### src/rtl/jk_seq_ctrl_if.sv
// Handshake/status bundle between a stimulus source and the JK sequencer.
// master = stimulus side, slave = sequencer.
interface jk_seq_ctrl_if #(parameter int CNT_W = 8);
  logic             start;
  logic [1:0]       init_ab;
  logic [CNT_W-1:0] num_steps;
  logic             abort;
  logic             in_valid;
  logic             in_x;
  logic             in_y;
  logic             in_ready;
  logic             out_valid;
  logic             out_z;
  logic             out_a;
  logic             out_b;
  logic [CNT_W-1:0] z_count;
  logic             busy;
  logic             done;

  modport master (
    output start, init_ab, num_steps, abort, in_valid, in_x, in_y,
    input  in_ready, out_valid, out_z, out_a, out_b, z_count, busy, done
  );

  modport slave (
    input  start, init_ab, num_steps, abort, in_valid, in_x, in_y,
    output in_ready, out_valid, out_z, out_a, out_b, z_count, busy, done
  );
endinterface

### src/rtl/jk_seq_ctrl.sv
// Sequencer for the two-JK-flip-flop machine: loads {A,B}, then advances once per
// accepted (x,y) sample for a programmed step count, tracking z=1 steps.
module jk_seq_ctrl #(
  parameter int CNT_W = 8
) (
  input logic         clk,
  input logic         rst_n,
  jk_seq_ctrl_if.slave bus
);

  typedef enum logic [1:0] {IDLE, RUN, DONE} state_t;

  typedef struct packed {
    logic a;
    logic b;
    logic z;
  } jk_nxt_t;

  // z is Mealy: evaluated on the pre-update A,B together with the sample.
  function automatic jk_nxt_t jk_step(input logic a, input logic b,
                                      input logic x, input logic y);
    logic ja, ka, jb, kb;
    jk_nxt_t n;
    ja  = (~a & x) | (~b & y);
    ka  = b & ~x & ~y;
    jb  = ~a & x & y;
    kb  = ~a | (~b & x);
    n.a = (ja & ~a) | (~ka & a);
    n.b = (jb & ~b) | (~kb & b);
    n.z = (~a & ~x) | (~b & ~y);
    return n;
  endfunction

  state_t           state, state_nxt;
  logic             a_q, b_q;
  logic [CNT_W-1:0] cnt_q, zc_q;
  logic             ov_q, oz_q;
  logic             hs;
  logic             ld;
  jk_nxt_t          nxt;

  assign bus.in_ready  = (state == RUN) & ~bus.abort;
  assign hs            = bus.in_valid & bus.in_ready;
  assign nxt           = jk_step(a_q, b_q, bus.in_x, bus.in_y);
  assign bus.out_valid = ov_q;
  assign bus.out_z     = oz_q;
  assign bus.out_a     = a_q;
  assign bus.out_b     = b_q;
  assign bus.z_count   = zc_q;
  assign bus.busy      = (state != IDLE);
  assign bus.done      = (state == DONE);

  always_comb begin
    state_nxt = state;
    ld        = 1'b0;
    case (state)
      IDLE: if (bus.start) begin
        ld        = 1'b1;
        state_nxt = (bus.num_steps != '0) ? RUN : DONE;
      end
      RUN: begin
        if (bus.abort)                      state_nxt = IDLE;
        else if (hs && cnt_q == CNT_W'(1))  state_nxt = DONE;
      end
      DONE:    state_nxt = IDLE;
      default: state_nxt = IDLE;
    endcase
  end

  always_ff @(posedge clk) begin
    if (!rst_n) begin
      state <= IDLE;
      a_q   <= 1'b0;
      b_q   <= 1'b0;
      cnt_q <= '0;
      zc_q  <= '0;
      ov_q  <= 1'b0;
      oz_q  <= 1'b0;
    end else begin
      state <= state_nxt;
      ov_q  <= hs;
      if (ld) begin
        {a_q, b_q} <= bus.init_ab;
        cnt_q      <= bus.num_steps;
        zc_q       <= '0;
      end else if (hs) begin
        a_q   <= nxt.a;
        b_q   <= nxt.b;
        oz_q  <= nxt.z;
        cnt_q <= cnt_q - CNT_W'(1);
        // Saturate rather than wrap once the count hits all-ones.
        if (nxt.z && zc_q != '1) zc_q <= zc_q + CNT_W'(1);
      end
    end
  end

endmodule

### src/flat_wrapper.sv
// flat-port wrapper written by rule: the top's interface ports become plain ports
module jk_seq_ctrl_flat 
#(
  parameter int CNT_W = 8
)
  (clk, rst_n, bus_start, bus_init_ab, bus_num_steps, bus_abort, bus_in_valid, bus_in_x, bus_in_y, bus_in_ready, bus_out_valid, bus_out_z, bus_out_a, bus_out_b, bus_z_count, bus_busy, bus_done);
  jk_seq_ctrl_if #(.CNT_W(CNT_W)) bus_i ();
  input logic clk;
  input logic rst_n;
  input wire logic [$bits(bus_i.start)-1:0] bus_start;
  input wire logic [$bits(bus_i.init_ab)-1:0] bus_init_ab;
  input wire logic [$bits(bus_i.num_steps)-1:0] bus_num_steps;
  input wire logic [$bits(bus_i.abort)-1:0] bus_abort;
  input wire logic [$bits(bus_i.in_valid)-1:0] bus_in_valid;
  input wire logic [$bits(bus_i.in_x)-1:0] bus_in_x;
  input wire logic [$bits(bus_i.in_y)-1:0] bus_in_y;
  output wire logic [$bits(bus_i.in_ready)-1:0] bus_in_ready;
  output wire logic [$bits(bus_i.out_valid)-1:0] bus_out_valid;
  output wire logic [$bits(bus_i.out_z)-1:0] bus_out_z;
  output wire logic [$bits(bus_i.out_a)-1:0] bus_out_a;
  output wire logic [$bits(bus_i.out_b)-1:0] bus_out_b;
  output wire logic [$bits(bus_i.z_count)-1:0] bus_z_count;
  output wire logic [$bits(bus_i.busy)-1:0] bus_busy;
  output wire logic [$bits(bus_i.done)-1:0] bus_done;
  assign bus_i.start = bus_start;
  assign bus_i.init_ab = bus_init_ab;
  assign bus_i.num_steps = bus_num_steps;
  assign bus_i.abort = bus_abort;
  assign bus_i.in_valid = bus_in_valid;
  assign bus_i.in_x = bus_in_x;
  assign bus_i.in_y = bus_in_y;
  assign bus_in_ready = bus_i.in_ready;
  assign bus_out_valid = bus_i.out_valid;
  assign bus_out_z = bus_i.out_z;
  assign bus_out_a = bus_i.out_a;
  assign bus_out_b = bus_i.out_b;
  assign bus_z_count = bus_i.z_count;
  assign bus_busy = bus_i.busy;
  assign bus_done = bus_i.done;
  jk_seq_ctrl #(.CNT_W(CNT_W)) u_core (.clk(clk), .rst_n(rst_n), .bus(bus_i));
endmodule
### config.mk
export PLATFORM = sky130hd
export DESIGN_NAME = jk_seq_ctrl_flat
export DESIGN_NICKNAME = d
export VERILOG_FILES = /design/src/rtl/jk_seq_ctrl_if.sv /design/src/rtl/jk_seq_ctrl.sv /design/src/flat_wrapper.sv
export SDC_FILE = /design/constraint.sdc
export NUM_CORES = 1
export LEC_CHECK = 0
export ABC_CLOCK_PERIOD_IN_PS = 1500
export CAP_MARGIN = 40
export CORE_ASPECT_RATIO = 1.25
export CORE_UTILIZATION = 42
export DETAILED_ROUTE_END_ITERATION = 12
export GPL_TIMING_DRIVEN = 0
export PLACE_DENSITY = 0.73
export SLEW_MARGIN = 20
export SYNTH_ARGS = -nofsm -noshare
export SYNTH_HDL_FRONTEND = slang
export SYNTH_SLANG_ARGS = --single-unit
### constraint.sdc
create_clock -name clk -period 1.5 [get_ports clk]
set_input_delay 0.3 -clock clk [delete_from_list [all_inputs] [get_ports clk]]
set_output_delay 0.3 -clock clk [all_outputs]
set_load 0.005 [all_outputs]
==> results list <==
- Counting instances in the post-synthesis netlist gives the leading cell types as dfxtp_1 (22), nor2_1 (13), nand2_1 (11).
* RSZ-0062 raised after global routing: true
* Register cell area after layout: 479 µm²
- The slowest stage of the critical path belongs to the cell clkdlybuf4s50_1.
* Routed vias/inst: 5.70
* Critical Path AT: 1.36 ns
* Number of distinct library cells after synthesis: 42
- Most common flop cell mapped by yosys: dfxtp_1
- Peak fanout along the critical path: 4
- Of the total power, combinational logic draws 24.5%.
- In the final design database the tool counted 206 nets.
- Hold repair after CTS inserted 0 buffers.
- Switching Fraction: 29.2%
- Mean instance size in the synthesized netlist: 8.70 µm²
- In this run the top signal layer used is met4.
- The worst setup path is launched from a flop.
- Diodes inserted: 0
- The run finished, with violations left.
* Area of the mapped netlist: 1160 µm²
* DRC violations left: 0
* CTS tree: yes
- Across the run, the number of max-cap violations was 0.
* Pin count of the biggest net entering global routing: 13
* Count of buffers inserted at the top-level ports: 31
- Ranked by total cell area, the synthesized netlist is headed by dfxtp_1 (38%), nor2_1 (4.2%), nand2_1 (3.6%).
- Layout filler cell count: 185
- Number of antenna violations at the first check in global routing: 0
- Number of enable flip-flop cells after synthesis: 0
* Final Max Slew Viols: 0
* Die H: 60.7 µm
- For this run the aggregate overflow at the end of global routing stands at 0.
* Share of total power in sequential cells: 49.0%
- Row cnt: 20
* Final weighted congestion in routability-driven placement: 0.841
- Critical-path cell list: nor2_2 > inv_1 > clkdlybuf4s50_1
- Share of cells above drive strength 1: 33.0%
* Worst reg2reg path depth: 6
- Leaving out filler cells and counting taps, the final layout contains 218.
- Total instance count after detailed placement: 197
* Wire length of the first global-routing pass: 5.06 mm
* Type of destination of the critical path: primary output
* Post-route met1 wirelength: 1.38 mm
- The clock reaches the later pin of the worst-skew pair after 0.33 ns.
- The final count of hold timing violations came to 0.
- After detailed routing, the average wire length per cell comes to 15.3 µm.
- Final Critical Period: 1.66 ns
- Instance count of the mapped netlist: 133
* Width of the die: 49.0 µm
- The routed design has 3.34 mm of wire.
* Area growth syn-to-layout: 63.6%
- OpenSTA, run right after detailed placement, puts the worst setup slack at -0.441 ns.
- The detail route stage leaves a number of antenna-violating nets equal to 0.
- Setup total negative slack on the finished layout was measured at -0.364 ns.
* Critical path's largest stage delay: 0.44 ns
- Final critical-path share of the clock period: 110%
- Clock transition at the register clock pins on the worst setup and hold paths after CTS: 0.13 ns
- PD cells: 686 nW/µm²
- Part of the total power dissipated in the clock network: 26.6%
- The final reports fail on negative setup slack.
- For the worst setup path, the data required time is 1.20 ns.
- DRC marker count from the first detailed-route iteration: 33
- First-pass iteration count of the detailed router: 4
- Yosys instantiated no cell more often than dfxtp_1.
- Number of sinks on the clock net: 22
* WHS: 0.510 ns
- Total vias in the final route: 1243
- After synthesis the netlist holds a flip-flop and latch count of 22.
- Counting every net in the synthesized netlist gives 153.
- Summed over all instances, the cell type with the most area after synthesis is dfxtp_1.
- Sequential cells were found to cover 38.1% of the synthesized design area.
- For this configuration, the core starts out at a cell density of 45.8%.
* Hold path depth: 2
- Cell internal power was estimated by the tool at 0.919 mW.
- The tree is rooted in a clkbuf_4.
- Summed over all nets, the half-perimeter wirelength after detailed placement is 2.08 mm.
* CTS Buf Count: 3
- CTS HTree Levels: 1
- Wire segments on met2 add up to 1.75 mm in the final route.
* Total Power: 1.30 mW
- The number of global-route vias before repair was 1185.
- Maximum clock insertion buffer count: 2
- Async SR Flop Fraction: 0%
- The analysis attributes to cell leakage a power of 0.813 nW.
* Core region area: 2530 µm²
- In the post-route analysis, the smallest setup slack over all paths is -0.156 ns.
* Net Switching: 0.379 mW
* Metal3 WL: 121 µm
- Worst slew margin relative to its limit: 70.3%
- Start-to-end type of the worst setup path: flop to primary output
- The die covers 2970 µm².
- Total track usage: 22.5%
* Footprint of the multi-input gates: 833 µm²
- Least-Margin Pin Slew: 0.441 ns
- For the final database, setup skew stands at 0.00746 ns.
* Num ports: 32
* Top cell type's share of synthesized area: 38.1%
- The worst-case IR drop observed on VDD is 0.000528 V.
- Setup violations remaining at the end of the flow were counted as 5.
- Yosys printed 0 warnings.
- HP Class: flop to flop
- For this run, the top clock speed supported by timing is 604 MHz.
[logic make-up (layout without fill, tap and decap cells)]
family	count (synthesis)	after routing	share of synthesized area (%)
XOR/XNOR	4	4	3.03
multiplexers	1	1	0.865
AND/OR/NAND/NOR	55	55	25.9
flip-flops	22	22	38.1
adder cells (fa/ha/maj)	3	3	3.24
buffers and inverters	9	61	3.57
AO/OA/AOI/OAI	39	39	25.3
[critical path, delay by kind of cell, from the launching register on]
family | cells | cell delay [ns]
buffers and inverters | 2 | 0.50
DFF | 1 | 0.38
and+or+nand+nor | 1 | 0.15
[cells in the final DEF, fill, tap and decap left out, drive strengths merged, types with 3 or more instances in the layout]
cell type | synthesis | layout
xor2 | 3 | 3
dlygate4sd2 | 0 | 7
buf | 1 | 19
or4 | 5 | 5
dlymetal6s2s | 0 | 5
nand3 | 4 | 4
or3 | 3 | 3
dfxtp | 22 | 22
a21oi | 7 | 7
nand2 | 11 | 11
a21boi | 4 | 4
ha | 3 | 3
nor3 | 7 | 7
clkbuf | 3 | 7
nor2 | 13 | 13
inv | 5 | 5
o21ai | 8 | 8
clkdlybuf4s50 | 0 | 18
[per-layer routing]
metal	vias up	global-route usage, %
met2	35	44.2
met5	-	0
met1	588	23.4
li1	611	-
met3	9	2.76
met4	0	12.6
[layout make-up]
class | instances | share of cell area (%)
clock buffer | 4 | 1.92
inverter | 5 | 0.991
tap | 33 | 2.18
buffer | 3 | 1.06
multi-input combinational | 102 | 44.0
sequential | 22 | 25.3
timing repair buffer | 49 | 24.5
[power groups by stage]
stage | clock network [mW] | logic [mW] | registers, mW
2_1_floorplan | 0 | 0.122 | 0.648
3_3_place_gp | 0 | 0.219 | 0.652
3_5_place_dp | 0 | 0.225 | 0.653
4_1_cts | 0.341 | 0.263 | 0.636
5_1_grt | 0.360 | 0.342 | 0.641
6_report | 0.345 | 0.318 | 0.636
[sequential cells by signal, indices dropped and copies added (netlist names)]
register / count
u_core.bus.z_count: 8
u_core.cnt_q: 8
u_core.state: 2
u_core.bus.out_a: 1
u_core.bus.out_b: 1
u_core.bus.out_valid: 1
u_core.bus.out_z: 1
[timing repair]
item | CTS | global route
setup endpoints to repair | 31 | 22
pin swaps | 4 | 10
setup buffers | 8 | 10
endpoints found under the hold margin | 0 | 0
gates resized for setup | 40 | 30
[per-stage QoR]
step / area, µm² / util [%]
global placement: 1510 / 59.7
finish: 1890 / 74.9
floorplan: 1160 / -
detailed placement: 1510 / 59.7
CTS: 1680 / 66.6
global route: 1890 / 74.9
[worst paths after layout]
kind                          from                     to  slack (ns)
max                u_core.state[0]               bus_busy       -0.16
min          u_core.bus.z_count[6]  u_core.bus.z_count[6]        0.51
max reg2reg        u_core.state[0]  u_core.bus.z_count[6]       -0.13
min reg2reg  u_core.bus.z_count[6]  u_core.bus.z_count[6]        0.51
Note: power is estimated with default switching activity, not from simulation.
